File: src/rtl/axi_pkg.sv
// Shared definitions for the single-outstanding AXI-style initiator.
//   axi_init_state_t : controller FSM state encoding
//   RESP_*           : AXI response codes (RESP_DECERR doubles as the local timeout code)
//   addr_aligned()   : true when a byte address is a multiple of the beat size
package axi_pkg;

    typedef enum logic [2:0] {
        StIdle,
        StWaddr,
        StWresp,
        StRaddr,
        StRdata,
        StDone
    } axi_init_state_t;

    localparam logic [1:0] RESP_OKAY   = 2'b00;
    localparam logic [1:0] RESP_EXOKAY = 2'b01;
    localparam logic [1:0] RESP_SLVERR = 2'b10;
    localparam logic [1:0] RESP_DECERR = 2'b11;

    // bsize is a power of two, so the modulo reduces to a mask test.
    function automatic logic addr_aligned(input logic [63:0] addr, input int unsigned bsize);
        logic [63:0] mask;
        mask = 64'(bsize) - 64'd1;
        return (addr & mask) == 64'd0;
    endfunction

endpackage

File: src/rtl/axi_phase_timer.sv
// Saturating phase-wait counter.
//   clk, rst : clock, asynchronous active-high reset
//   clr      : reload the count with zero (takes priority over en)
//   en       : count one cycle
//   expired  : count has reached LIMIT-1; the counter holds there
module axi_phase_timer #(
    parameter int unsigned LIMIT = 32
) (
    input  logic clk,
    input  logic rst,
    input  logic clr,
    input  logic en,
    output logic expired
);

    localparam int unsigned CW = (LIMIT > 1) ? $clog2(LIMIT) : 1;

    logic [CW-1:0] cnt_q;

    assign expired = (cnt_q == CW'(LIMIT - 1));

    always_ff @(posedge clk or posedge rst) begin
        if (rst) begin
            cnt_q <= '0;
        end else if (clr) begin
            cnt_q <= '0;
        end else if (en && !expired) begin
            cnt_q <= cnt_q + CW'(1);
        end
    end

endmodule

File: src/rtl/axi_init_ctrl.sv
// Single-outstanding AXI-style initiator with alignment check and per-phase timeout.
//   aclk, reset              : clock, asynchronous active-high reset
//   cmd_*                    : local command (valid/ready, write flag, address, write data)
//   rsp_*                    : one-cycle response pulse with read data, resp code, timeout flag
//   awvalid/awready/wadd     : write-address channel
//   wvalid/wready/datain     : write-data channel
//   bvalid/bready/bresp      : write-response channel
//   arvalid/aready/araddr    : read-address channel
//   rvalid/rready/dataout/rresp : read-data channel
module axi_init_ctrl
    import axi_pkg::*;
#(
    parameter int unsigned ADDR_W  = 32,
    parameter int unsigned DATA_W  = 32,
    parameter int unsigned BSIZE   = 4,
    parameter int unsigned TIMEOUT = 32
) (
    input  logic              aclk,
    input  logic              reset,
    input  logic              cmd_valid,
    output logic              cmd_ready,
    input  logic              cmd_write,
    input  logic [ADDR_W-1:0] cmd_addr,
    input  logic [DATA_W-1:0] cmd_wdata,
    output logic              rsp_valid,
    output logic [DATA_W-1:0] rsp_rdata,
    output logic [1:0]        rsp_resp,
    output logic              rsp_timeout,
    output logic              awvalid,
    input  logic              awready,
    output logic [ADDR_W-1:0] wadd,
    output logic              wvalid,
    input  logic              wready,
    output logic [DATA_W-1:0] datain,
    input  logic              bvalid,
    output logic              bready,
    input  logic [1:0]        bresp,
    output logic              arvalid,
    input  logic              aready,
    output logic [ADDR_W-1:0] araddr,
    input  logic              rvalid,
    output logic              rready,
    input  logic [DATA_W-1:0] dataout,
    input  logic [1:0]        rresp
);

    axi_init_state_t   state_q, state_d;
    logic [ADDR_W-1:0] addr_q, addr_d;
    logic [DATA_W-1:0] wdata_q, wdata_d;
    logic [DATA_W-1:0] rdata_q, rdata_d;
    logic [1:0]        resp_q, resp_d;
    logic              tout_q, tout_d;
    logic              awvalid_q, awvalid_d;
    logic              wvalid_q, wvalid_d;

    logic aw_hs, w_hs, b_hs, ar_hs, r_hs, any_hs;
    logic bus_phase, phase_expired, phase_tmo, timer_clr, aligned;

    assign aligned = addr_aligned(64'(cmd_addr), BSIZE);

    assign aw_hs  = awvalid_q & awready;
    assign w_hs   = wvalid_q & wready;
    assign b_hs   = (state_q == StWresp) & bvalid;
    assign ar_hs  = (state_q == StRaddr) & aready;
    assign r_hs   = (state_q == StRdata) & rvalid;
    assign any_hs = aw_hs | w_hs | b_hs | ar_hs | r_hs;

    assign bus_phase = (state_q == StWaddr) || (state_q == StWresp) ||
                       (state_q == StRaddr) || (state_q == StRdata);

    // Any handshake counts as progress, so a phase only times out when it is idle.
    assign phase_tmo = bus_phase & phase_expired & ~any_hs;

    always_comb begin
        state_d   = state_q;
        addr_d    = addr_q;
        wdata_d   = wdata_q;
        rdata_d   = rdata_q;
        resp_d    = resp_q;
        tout_d    = tout_q;
        awvalid_d = awvalid_q;
        wvalid_d  = wvalid_q;

        unique case (state_q)
            StIdle: begin
                if (cmd_valid) begin
                    addr_d  = cmd_addr;
                    wdata_d = cmd_wdata;
                    rdata_d = '0;
                    resp_d  = RESP_OKAY;
                    tout_d  = 1'b0;
                    if (!aligned) begin
                        state_d = StDone;
                        resp_d  = RESP_SLVERR;
                    end else if (cmd_write) begin
                        state_d   = StWaddr;
                        awvalid_d = 1'b1;
                        wvalid_d  = 1'b1;
                    end else begin
                        state_d = StRaddr;
                    end
                end
            end
            StWaddr: begin
                if (aw_hs) awvalid_d = 1'b0;
                if (w_hs)  wvalid_d  = 1'b0;
                if (!awvalid_d && !wvalid_d) state_d = StWresp;
            end
            StWresp: begin
                if (bvalid) begin
                    resp_d  = bresp;
                    state_d = StDone;
                end
            end
            StRaddr: begin
                if (aready) state_d = StRdata;
            end
            StRdata: begin
                if (rvalid) begin
                    rdata_d = dataout;
                    resp_d  = rresp;
                    state_d = StDone;
                end
            end
            StDone: begin
                state_d = StIdle;
            end
            default: begin
                state_d = StIdle;
            end
        endcase

        if (phase_tmo) begin
            state_d   = StDone;
            awvalid_d = 1'b0;
            wvalid_d  = 1'b0;
            rdata_d   = '0;
            resp_d    = RESP_DECERR;
            tout_d    = 1'b1;
        end
    end

    always_ff @(posedge aclk or posedge reset) begin
        if (reset) begin
            state_q   <= StIdle;
            addr_q    <= '0;
            wdata_q   <= '0;
            rdata_q   <= '0;
            resp_q    <= RESP_OKAY;
            tout_q    <= 1'b0;
            awvalid_q <= 1'b0;
            wvalid_q  <= 1'b0;
        end else begin
            state_q   <= state_d;
            addr_q    <= addr_d;
            wdata_q   <= wdata_d;
            rdata_q   <= rdata_d;
            resp_q    <= resp_d;
            tout_q    <= tout_d;
            awvalid_q <= awvalid_d;
            wvalid_q  <= wvalid_d;
        end
    end

    // Restart the wait budget on every state change and every handshake.
    assign timer_clr = (state_d != state_q) | any_hs;

    axi_phase_timer #(
        .LIMIT(TIMEOUT)
    ) u_timer (
        .clk     (aclk),
        .rst     (reset),
        .clr     (timer_clr),
        .en      (bus_phase),
        .expired (phase_expired)
    );

    assign cmd_ready   = (state_q == StIdle);
    assign rsp_valid   = (state_q == StDone);
    assign rsp_rdata   = rsp_valid ? rdata_q : '0;
    assign rsp_resp    = rsp_valid ? resp_q : RESP_OKAY;
    assign rsp_timeout = rsp_valid & tout_q;

    assign awvalid = awvalid_q;
    assign wadd    = awvalid_q ? addr_q : '0;
    assign wvalid  = wvalid_q;
    assign datain  = wvalid_q ? wdata_q : '0;
    assign bready  = (state_q == StWresp);
    assign arvalid = (state_q == StRaddr);
    assign araddr  = arvalid ? addr_q : '0;
    assign rready  = (state_q == StRdata);

endmodule

File: config.mk
export PLATFORM = sky130hd
export DESIGN_NAME = axi_init_ctrl
export DESIGN_NICKNAME = d
export VERILOG_FILES = /design/src/rtl/axi_pkg.sv /design/src/rtl/axi_phase_timer.sv /design/src/rtl/axi_init_ctrl.sv
export SDC_FILE = /design/constraint.sdc
export NUM_CORES = 1
export LEC_CHECK = 0
export BUFFER_PORTS_ARGS = -buffer_cell sky130_fd_sc_hd__buf_2
export CORE_MARGIN = 4
export CORE_UTILIZATION = 43
export CTS_CLUSTER_DIAMETER = 50
export CTS_CLUSTER_SIZE = 25
export DETAILED_ROUTE_END_ITERATION = 6
export MAX_ROUTING_LAYER = met4
export PLACE_DENSITY = 0.77
export SLEW_MARGIN = 25
export SYNTH_ARGS = -nofsm -noshare
export SYNTH_HDL_FRONTEND = slang
export SYNTH_HIERARCHICAL = 1
export SYNTH_SLANG_ARGS = --single-unit
File: constraint.sdc
create_clock -name aclk -period 2.8 [get_ports aclk]
set_clock_uncertainty 0.2 [all_clocks]
set_input_delay 0.14 -clock aclk [delete_from_list [all_inputs] [get_ports aclk]]
set_output_delay 0.14 -clock aclk [all_outputs]
set_load 0.03 [all_outputs]
# --- Word-level counts from Yosys, hierarchy flattened ---
# Index checks and enable logic that the tools add are counted.
op_classes:
  addsub: 1
  n_eq_ne: 12
  n_mux: 40
  bitwise: 14
  reduce_logical: 21
ops:
  columns: ["cell", "n"]
  rows:
  - ["$mux 32", 7]
  - ["$logic_not 64->1", 1]
  - ["$pmux 32 s2", 1]
  - ["$mux 3", 7]
  - ["$pmux 3 s5", 1]
  - ["$mux 2", 7]
  - ["$mux 1", 12]
  - ["$mux 5", 2]
  - ["$ne 3x2->1 const B", 3]
  - ["$and 1x1->1", 8]
  - ["$reduce_and 4->1", 2]
  - ["$eq 3x2->1 const B", 2]
  - ["$eq 3x3->1 const B", 2]
  - ["$ne 3x1->1 const B", 2]
  - ["$pmux 2 s3", 1]
  - ["$reduce_bool 2->1", 3]
  - ["$reduce_bool 3->1", 2]
  - ["$add 5x1->5 const B", 1]
  - ["$eq 5x5->1 const B", 1]
  - ["$or 1x1->1", 5]
  - ["$pmux 1 s2", 2]
  - ["$reduce_and 2->1", 2]
  - ["$reduce_bool 4->1", 1]
  - ["$eq 3x1->1 const B", 1]
  - ["7 further kinds", 12]
totals:
  register_bits: 109
  output_inout_bits: 138

# --- Depth between registers and ports, before layout ---
depth:
  depth_word: 11
  ltp_mapped: 9

# --- Cells and area by module ---
# Netlist, hierarchy kept.
by_module_without_submodules:
  columns: ["module", "instances", "cells_each", "area_each_um2"]
  rows:
  - ["axi_init_ctrl", 1, 642, 5228.8]
  - ["axi_phase_timer", 1, 26, 261.5]

# --- Least setup slack after synthesis ---
# Ideal clock, no wire load.
synth_path:
  path_kind: "register to register"
  start: "register u_timer.cnt_q[0]"
  end: "register u_timer.cnt_q[1]"
  arrival_time_ns: 2.131
  required_ns: 2.522
  slack_ns: 0.391
  stages_incl_launch_ff: 10
  period_less_slack_ns: 2.409
  path_cell_list: "dfrtp_1 -> ha_1 -> and3_1 -> ha_1 -> o21a_1 -> a211oi_1 -> o21ai_1 -> or4_1 -> o41a_1 -> a21oi_1"
synth_via:
  elab_chain_cells: 7
  elab_cells_between_ends: 12
  cone_classes: "add/sub: 1; eq/ne: 2; mux: 3; bitwise: 3; reduce/logical: 3"
synth_rtl:
  columns: ["element", "line", "source"]
  rows:
  - ["from (decl)", "axi_phase_timer.sv:18", "logic [CW-1:0] cnt_q;"]
  - ["from (signal assigned)", "axi_phase_timer.sv:28", "cnt_q <= cnt_q + CW'(1);"]
  - ["$eq 5x5->1 *", "axi_phase_timer.sv:20", "assign expired = (cnt_q == CW'(LIMIT - 1));"]
  - ["net phase_expired", "axi_init_ctrl.sv:57", "logic bus_phase, phase_expired, phase_tmo, timer_clr, aligned;"]
  - ["$and 1x1->1 * (2 in a row)", "axi_init_ctrl.sv:72", "assign phase_tmo = bus_phase & phase_expired & ~any_hs;"]
  - ["$mux 3 *", "axi_init_ctrl.sv:133", "if (phase_tmo) begin"]
  - ["$ne 3x3->1 *", "axi_init_ctrl.sv:166", "assign timer_clr = (state_d != state_q) | any_hs;"]
  - ["$or 1x1->1 *", "axi_init_ctrl.sv:166", null]
  - ["net timer_clr", "axi_init_ctrl.sv:57", null]
  - ["$mux 5 / $reduce_bool 2->1 (equally long branches)", null, null]
# The timed path passes the listed nets; every way through them passes the cells marked *. The select of a mux whose other input is x is not followed.
# A chain may end at the register's enable or synchronous reset.

# --- Final worst setup path ---
layout_path:
  start: "register u_timer.cnt_q[0]"
  end: "register u_timer.cnt_q[3]"
# Same word-level chain as after synthesis.

==> results.ini <==
[clock_network]
cts_setup_buffers=0
max-clock-path-buffers=2
numCtsBuffers=9
clk_latency_ps=340
root_buffer=clkbuf_16
cts_sinks=109
clkTransAtPathRegs_ps=70
htree_levels=3
cts_tree=built

[logic_synthesis]
syn-cell-area_um2=5490
synth-seq-cells=109
synth_cells=668
synth.distinct_cells=48
synth_top_area_share_pct=49.7
synth-edff-count=0
synth_ff_type=dfrtp_1
syn_area_per_cell_um2=8.22
syn_nets=779
yosys_warnings=6
synthArstFlopShare_pct=100
synth_area_leader_cell=dfrtp_1
yosysSeqAreaShare_pct=49.7
synthTopCellsByArea=dfrtp_1 50%, nand2_1 16%, and2_1 12%

[grt]
grt_max_degree=67
grt_use_total_pct=24.8
grt_pass1_vias=5747
overflow=0
grt_pass1_wl_um=28600
antenna_found_initial=1

[pwr]
max-vdd-ir-drop_mv=0.705
power_density_nw_per_um2=996
p_leak_uw=0.00460
p_total_uw=8210

[timing]
fmax_mhz=378
worstMarginPinSlew_ps=688
hold_violations=0
maxSlewHeadroom_pct=54.1
whs_ps=70.9
setup_viol=0
grt_setup_unrepaired=yes
fin_crit_sh_pct=94.5
fin_ws_ps=153
period_needed_ps=2650
slew_violations=0

[worst_setup_path]
cp_data_required_time_ps=2870
cp_data_arrival_time_ps=2710
path_max_fanout=5
startpoint_type=register
criticalPathCategory=reg2reg
cp-end-kind=register

[detailed_routing]
wl_um=17900
drtAntennaViolNets=0
wl_per_cell_um=15.3
first_pass_iters=5
drc=0
viasPerCell=5.01
num_vias=5877
dr.first_iter.drc_count=329

[die]
start_util_pct=43.7
rows=41
die_height_um=121
io_pins=247
die_area_um2=14600
die_w_um=121
core_um2=12600

[run_status]
status=finished clean

[placement]
gp_congestion=0.905
port_buffers=246
pre_cts_ws_ps=207
place_area_um2=6900
dp_hpwl_um=10900

[finish]
fin_nets=1107
utilization_pct=65.6
drive_above_1_share_pct=29.4
area_growth_pct=50.2
nFillCells=1003
fin_area_um2=8240

[hold_path]
hold_class=in2async

[run]
max-cap-violations=0

routing by layer:
layer,global-route usage [%],vias up,share of wire [%]
li1,-,2798,-
met1,30.6,2788,40
met2,41.1,249,50
met3,4.57,42,7.0
met4,8.85,0,2.7
met5,-,-,0
sequential cells by signal (all words and copies together), names as in the netlist:
register,count
addr_q,32
awvalid,1
rdata_q,32
resp_q,2
state_q,3
tout_q,1
u_timer/cnt_q,5
wdata_q,32
wvalid,1
power breakdown:
part	leakage, uW	switching (uW)	internal [uW]	total [uW]
registers	0.00140	459	2280	2740
clock network	0.000149	602	726	1330
logic	0.00305	2760	1390	4150
total	0.00460	3820	4390	8210
kinds of logic after synthesis:
kind of cell    after synthesis  synth area share [%]
simple gates                429                  37.6
mux                           3                 0.684
fa+ha+maj                     2                 0.456
flops                       109                  49.7
buf+inv                      57                  4.10
compound gates               65                  7.02
xor+xnor                      3                 0.479
metrics by stage:
stage	std cells	TNS (ps)
final	1174	0
after global routing	1174	-39.2
after CTS	1173	0
after detailed placement	1054	0
after global placement	1054	0
after floorplan	668	0
timing repair:
item                                   CTS  global route
resized for setup                        0             0
endpoints found under the hold margin  131             0
setup endpoints to repair                0             2
hold buffers                           103             0
cells in the final DEF (no fill, tap or decap), types with 2 or more instances in the layout:
cell	instances
clkbuf_16	9
nand2_1	232
o22ai_1	2
o211a_1	2
a31oi_1	2
inv_1	5
dlygate4sd3_1	103
or3_1	2
ha_1	2
clkinvlp_4	2
a21oi_1	40
nor3_1	3
buf_2	246
buf_4	17
and2_1	101
nand3_1	33
mux2_2	2
inv_6	2
xnor2_1	2
nor2_1	8
a211o_1	3
dfrtp_1	109
o21ai_0	6
and3_1	33
or2_2	3
nand2b_1	3
cell usage after synthesis, types with 6 or more instances:
cell      number
a21oi_1       40
and2_1       101
and3_1        33
buf_1          6
clkbuf_1      40
dfrtp_1      109
inv_1          6
nand2_1      232
nand3_1       33
nor2_1         8
o21ai_0        6
area by class of cell:
cell class / instances / area (um^2) / share of cell area, %
Sequential cell: 109 / 2730 / 33.1
Multi-Input combinational cell: 502 / 2550 / 30.9
Timing Repair Buffer: 367 / 2410 / 29.2
Clock buffer: 10 / 239 / 2.90
Tap cell: 172 / 215 / 2.61
Clock inverter: 6 / 68.8 / 0.835
Inverter: 7 / 30.0 / 0.364
Antenna cell: 1 / 2.50 / 0.0304
final timing paths:
| kind | depth (start not counted) | start | slack, ps | endpoint |
|---|---|---|---|---|
| hold reg to reg | 2 | wdata_q[27] | 270 | wdata_q[27] |
| hold / removal | 3 | reset | 70 | u_timer/cnt_q[2] |
| min in group aclk | 4 | cmd_write | 70 | state_q[1] |
| setup reg to reg | 9 | u_timer/cnt_q[0] | 150 | u_timer/cnt_q[3] |
| setup / recovery | 9 | u_timer/cnt_q[0] | 150 | u_timer/cnt_q[3] |
| max in group asynchronous | 4 | reset | 1490 | wdata_q[1] |
critical path: stages, from the launching register on:
cell      delay, ps
dfrtp_1         410
ha_1            220
and3_1          180
ha_1            230
o21a_1          120
a211oi_1        220
o21ai_1         110
or4_1           530
o41a_1          190
a21oi_1         150
(Power assumes the default switching activity.)
